[src/rtl/pc_conditioner.sv]
// pc_conditioner: front-end for the queue manager. Cleans two raw photocell beams
// (front = exit, back = entry) into one active-low pulse per debounced block event,
// and flags a beam that stays blocked too long.
// Channel 0 is the front beam and channel 1 is the back beam.
module pc_conditioner #(
    parameter int unsigned DB_CYCLES    = 4,
    parameter int unsigned PULSE_W      = 1,
    parameter int unsigned STUCK_CYCLES = 64,
    parameter int unsigned CNT_W        = 8
) (
    input  logic clk,
    input  logic rst,
    input  logic front_raw,
    input  logic back_raw,
    output logic frontPC,
    output logic backPC,
    output logic fault_front,
    output logic fault_back
);

    typedef enum logic [2:0] {
        StIdle,
        StQualLo,
        StPulse,
        StHeld,
        StStuck,
        StQualHi
    } state_e;

    localparam logic [CNT_W-1:0] DbLimit    = CNT_W'(DB_CYCLES);
    localparam logic [CNT_W-1:0] PulseLast  = CNT_W'(PULSE_W - 1);
    localparam logic [CNT_W-1:0] StuckLimit = CNT_W'(STUCK_CYCLES);

    logic [1:0] raw;
    logic [1:0] pc;
    logic [1:0] fault;

    assign raw = {back_raw, front_raw};

    for (genvar ch = 0; ch < 2; ch++) begin : g_ch
        logic             s1_q;
        logic             s2_q;
        state_e           state_q, state_d;
        logic [CNT_W-1:0] cnt_q, cnt_d;
        logic [CNT_W-1:0] cnt_inc;
        logic             out_q, out_d;
        logic             fault_q, fault_d;

        // Two-flop synchroniser; idles high (beam clear) out of reset.
        always_ff @(posedge clk or posedge rst) begin
            if (rst) begin
                s1_q <= 1'b1;
                s2_q <= 1'b1;
            end else begin
                s1_q <= raw[ch];
                s2_q <= s1_q;
            end
        end

        // Saturating increment so long blockages never wrap the counter.
        assign cnt_inc = (&cnt_q) ? cnt_q : cnt_q + 1'b1;

        // State, counter and registered outputs.
        always_ff @(posedge clk or posedge rst) begin
            if (rst) begin
                state_q <= StIdle;
                cnt_q   <= '0;
                out_q   <= 1'b1;
                fault_q <= 1'b0;
            end else begin
                state_q <= state_d;
                cnt_q   <= cnt_d;
                out_q   <= out_d;
                fault_q <= fault_d;
            end
        end

        // Next-state: debounce low, emit one pulse, watch for stuck, debounce high.
        // Entering a qualify state counts the triggering sample as the first one.
        always_comb begin
            state_d = state_q;
            cnt_d   = cnt_q;
            out_d   = out_q;
            fault_d = fault_q;
            case (state_q)
                StIdle: begin
                    out_d = 1'b1;
                    if (!s2_q) begin
                        if (DB_CYCLES <= 1) begin
                            state_d = StPulse;
                            cnt_d   = '0;
                            out_d   = 1'b0;
                        end else begin
                            state_d = StQualLo;
                            cnt_d   = CNT_W'(1);
                        end
                    end
                end
                StQualLo: begin
                    if (s2_q) begin
                        state_d = StIdle;
                        cnt_d   = '0;
                    end else if (cnt_inc >= DbLimit) begin
                        state_d = StPulse;
                        cnt_d   = '0;
                        out_d   = 1'b0;
                    end else begin
                        cnt_d = cnt_inc;
                    end
                end
                StPulse: begin
                    if (cnt_q >= PulseLast) begin
                        state_d = StHeld;
                        cnt_d   = '0;
                        out_d   = 1'b1;
                    end else begin
                        cnt_d = cnt_inc;
                    end
                end
                StHeld, StStuck: begin
                    if (s2_q) begin
                        if (DB_CYCLES <= 1) begin
                            state_d = StIdle;
                            fault_d = 1'b0;
                            cnt_d   = '0;
                        end else begin
                            state_d = StQualHi;
                            cnt_d   = CNT_W'(1);
                        end
                    end else if (state_q == StHeld) begin
                        if (cnt_inc >= StuckLimit) begin
                            state_d = StStuck;
                            cnt_d   = '0;
                            fault_d = 1'b1;
                        end else begin
                            cnt_d = cnt_inc;
                        end
                    end
                end
                StQualHi: begin
                    // A bounce on release returns to the blocked state without a pulse.
                    if (!s2_q) begin
                        state_d = fault_q ? StStuck : StHeld;
                        cnt_d   = '0;
                    end else if (cnt_inc >= DbLimit) begin
                        state_d = StIdle;
                        cnt_d   = '0;
                        fault_d = 1'b0;
                    end else begin
                        cnt_d = cnt_inc;
                    end
                end
                default: begin
                    state_d = StIdle;
                    cnt_d   = '0;
                    out_d   = 1'b1;
                    fault_d = 1'b0;
                end
            endcase
        end

        assign pc[ch]    = out_q;
        assign fault[ch] = fault_q;
    end

    assign frontPC     = pc[0];
    assign backPC      = pc[1];
    assign fault_front = fault[0];
    assign fault_back  = fault[1];

endmodule

[config.mk]
export PLATFORM = sky130hd
export DESIGN_NAME = pc_conditioner
export DESIGN_NICKNAME = d
export VERILOG_FILES = /design/src/rtl/pc_conditioner.sv
export SDC_FILE = /design/constraint.sdc
export NUM_CORES = 1
export LEC_CHECK = 0
export ABC_AREA = 1
export ABC_CLOCK_PERIOD_IN_PS = 1900
export BUFFER_PORTS_ARGS = -buffer_cell sky130_fd_sc_hd__buf_2
export CORE_MARGIN = 8
export CORE_UTILIZATION = 59
export DETAILED_ROUTE_END_ITERATION = 10
export HOLD_SLACK_MARGIN = 0.15
export MAX_ROUTING_LAYER = met4
export PLACE_DENSITY = 0.78
export REMOVE_ABC_BUFFERS = 1
export SLEW_MARGIN = 20
export SYNTH_ARGS = -nofsm -noshare
export SYNTH_HDL_FRONTEND = slang
export SYNTH_SLANG_ARGS = --single-unit
[constraint.sdc]
create_clock -name clk -period 1.9 [get_ports clk]
set_input_delay 0 -clock clk [delete_from_list [all_inputs] [get_ports clk]]
set_output_delay 0 -clock clk [all_outputs]
set_load 0.05 [all_outputs]
==> results.md <==
- Mean Syn Cell Area: 7.64 um^2
- CP max FO: 6
- Yosys warns: 0
- Crit Path Category: flip-flop to flip-flop
- Post-layout util: 0.686
- Placer Congestion: 0.932
- Int Power: 1.49 mW
- Final period util: 0.921
- Critical path's largest stage delay: 440 ps
- Nets: 284
- Hold Path Class: primary input to asynchronous set/reset pin
- Post-route ant nets: 0
- Critical Path Source Type: flip-flop
- All-layer global routing usage: 0.168
- Most frequent CP cell: nand2_1
- Maxcap violations: 0
- Worst vdd ir: 0.000837 V
- Final WS setup: 150 ps
- Largest net degree at the start of global routing: 31
- WL final: 3960 um
- Distinct cells, synth: 33
- CTS Buf Count: 5
- Achievable clock frequency: 571 MHz
- Die area: 5430 um^2
- Cells after Synth: 257
- Post-synth top area cell: dfrtp_1
- TritonCTS clock tree: built
- Share of layout cells above drive strength 1: 0.240
- Die H: 73.7 um
- N_diodes: 0
- Antenna violations before repair: 0
- Reg clk slew, reported paths: 100 ps
- Row count: 21
- DRT iter0 DRCs: 73
- WP data required: 2120 ps
- CTS sink cnt: 30
- Sw Pwr: 1.21 mW
- Seq/Total Area, Yosys: 0.386
- Fin. max-slew vios: 0
- I/O pin cnt: 8
- Clock skew: 8.50 ps
- Port bufs: 7
- Htree depth: 2
- CP top delay family: simple AND/OR/NAND/NOR gates
- PwrDens: 1210 nW/um^2
- Setup WS pre-CTS: 83.8 ps
- Die width: 73.7 um
- Core ar.: 3260 um^2
- First-pass GRT wire length: 6900 um
- Unrepaired setup endpoints after global routing: no
- Share of the synthesized area in the top cell type: 0.306
- Worst skew pair latency: 340 ps
- Setup violators final: 0
- Leading cell types in the layout, fill and taps excluded: 75 x nand2_1, 33 x inv_1, 23 x nand3_1, 23 x dfrtp_1, 16 x nor2_1
- Setup tns final: 0 ps
- Overflow after GRT: 0
- Area Growth Syn to Fin: 13.8%
- Outcome: finished clean
- Buf/Inv on CP: 1
- Vias: 1,733
- Synth top area cells: dfrtp_1 31%, nand2_1 15%, dfstp_2 8.0%, inv_1 6.3%, nand3_1 6.1%
- Crit path time final: 1750 ps
- WL/cell: 12.2 um
- Final Power: 2.71 mW
- Slowest-stage cell, CP: dfrtp_1
- Rel. slew slack: 0.747
- DR vias/cell: 5.33
- Hold Violations, Final: 0
- HPWL after detailed placement: 2870 um
- Seq cells post-synth: 30
- DR pass1 iterations: 4
- Comb pwr share: 0.469
- Register share of total power: 0.344
- CP arrival: 1970 ps
- Root Buffer: clkbuf_4
- Vias in the first global route: 1,605
- Synth Cell Area: 1960 um^2
- Clk buf depth: 2
- Leak pwr: 1.05 nW
- Worst Tran Pin Value: 380 ps
- Crit. End Element: flip-flop
- Power share of the clock group: 0.187
- Commonest non-fill, non-tap cell in the layout: nand2_1
- Crit-path cells: ha_4 -> nand3_4 -> inv_2 -> nand2_1 -> nand2_1 -> nand3_1 -> nor2_2 -> nand3_2 -> nand2_4 -> nor2_4 -> nand2_1 -> o21ai_1
- DR DRC count: 0
- Net Sw Frac: 0.449
- Initial core utilization: 0.603
==> flip-flops by register name, summed over array words and instances, names as in the netlist <==
signal and flops:
fault_back 1, backPC 1, g_ch.cnt_q 16, g_ch.s2_q 2, g_ch.state_q 6, g_ch.s1_q 2, fault_front 1, frontPC 1
==> cell usage after synthesis <==
| library cell | count |
|---|---|
| nor2_2 | 4 |
| nor3_1 | 1 |
| o21ai_2 | 4 |
| nand3_4 | 2 |
| inv_2 | 2 |
| xor2_1 | 2 |
| o211ai_1 | 1 |
| o311ai_0 | 1 |
| a22oi_1 | 2 |
| nand3b_1 | 1 |
| dfstp_2 | 6 |
| nor2_4 | 6 |
| o21bai_2 | 2 |
| buf_6 | 1 |
| o22ai_2 | 1 |
| nand2_4 | 3 |
| nand3_2 | 6 |
| nand3_1 | 24 |
| nand2_1 | 76 |
| dfrtp_1 | 24 |
| o21ai_1 | 8 |
| nand2_2 | 3 |
| o21ai_0 | 12 |
| o21a_4 | 1 |
| xnor2_1 | 1 |
| mux2i_1 | 1 |
| inv_1 | 33 |
| nor2_1 | 16 |
| ha_1 | 2 |
| a21oi_1 | 4 |
| nand4_1 | 4 |
| a21oi_2 | 1 |
| a31oi_1 | 2 |
==> power by group through the flow <==
| stage | logic, mW | clock network [mW] | registers (mW) |
|---|---|---|---|
| 6_report | 1.27 | 0.506 | 0.932 |
| 5_1_grt | 1.44 | 0.551 | 0.954 |
| 4_1_cts | 1.23 | 0.523 | 0.911 |
| 3_5_place_dp | 1.22 | 0 | 0.922 |
| 3_3_place_gp | 1.20 | 0 | 0.921 |
| 2_1_floorplan | 0.874 | 0 | 0.995 |
==> per-layer routing <==
layer  vias to the layer above  share of wire  wire (um)  global-route usage
met4                         0          0.029        114              0.0843
met1                       811           0.43       1690               0.184
met5                         -              0          0                   -
met3                        13          0.044        174              0.0464
li1                        879              -          -                   -
met2                        30           0.50       1980               0.275
==> logic make-up after synthesis <==
logic type	count (synthesis)	share of synthesized area
simple gates	146	0.379
compound gates	39	0.131
xor+xnor	3	0.0134
buf+inv	36	0.0727
flops	30	0.386
fa+ha+maj	2	0.0127
mux	1	0.00510
==> timing repair <==
action	4_1_cts	5_1_grt
buffers inserted	0	2
endpoints found under the hold margin	32	0
resized for setup	0	9
setup endpoints to repair	0	12
hold buffers	3	0
==> tightest hold or removal path, delay by kind of cell <==
kind     cells  cell delay (ps)
buf+inv      4             1030
==> metrics by stage <==
step	std cells	hold WS (ps)	cell area [um^2]
floorplan	256	4.48	1950
global placement	312	91.2	2070
detailed placement	312	99.4	2070
CTS	323	273	2170
global route	325	286	2230
finish	325	268	2230
==> final timing paths <==
check,start,cells past startpoint,slack (ps),end
max in group asynchronous,rst,4,1310,g_ch[0].s2_q
min,rst,4,270,g_ch[1].cnt_q[3]
min reg2reg,g_ch[1].s1_q,0,360,g_ch[1].s2_q
min in group clk,front_raw,2,310,g_ch[0].s1_q
max,g_ch[0].cnt_q[0],12,150,g_ch[0].state_q[0]
max reg2reg,g_ch[0].cnt_q[0],12,150,g_ch[0].state_q[0]
==> area by class of cell <==
type	instances	area, um^2
clock buffer	5	37.5
clock inverter	3	40.0
fill	305	1020
inverter	35	131
multi-input combinational	191	1110
sequential	30	759
tap	46	57.6
timing repair buffer	15	103
(Power assumes the default switching activity.)
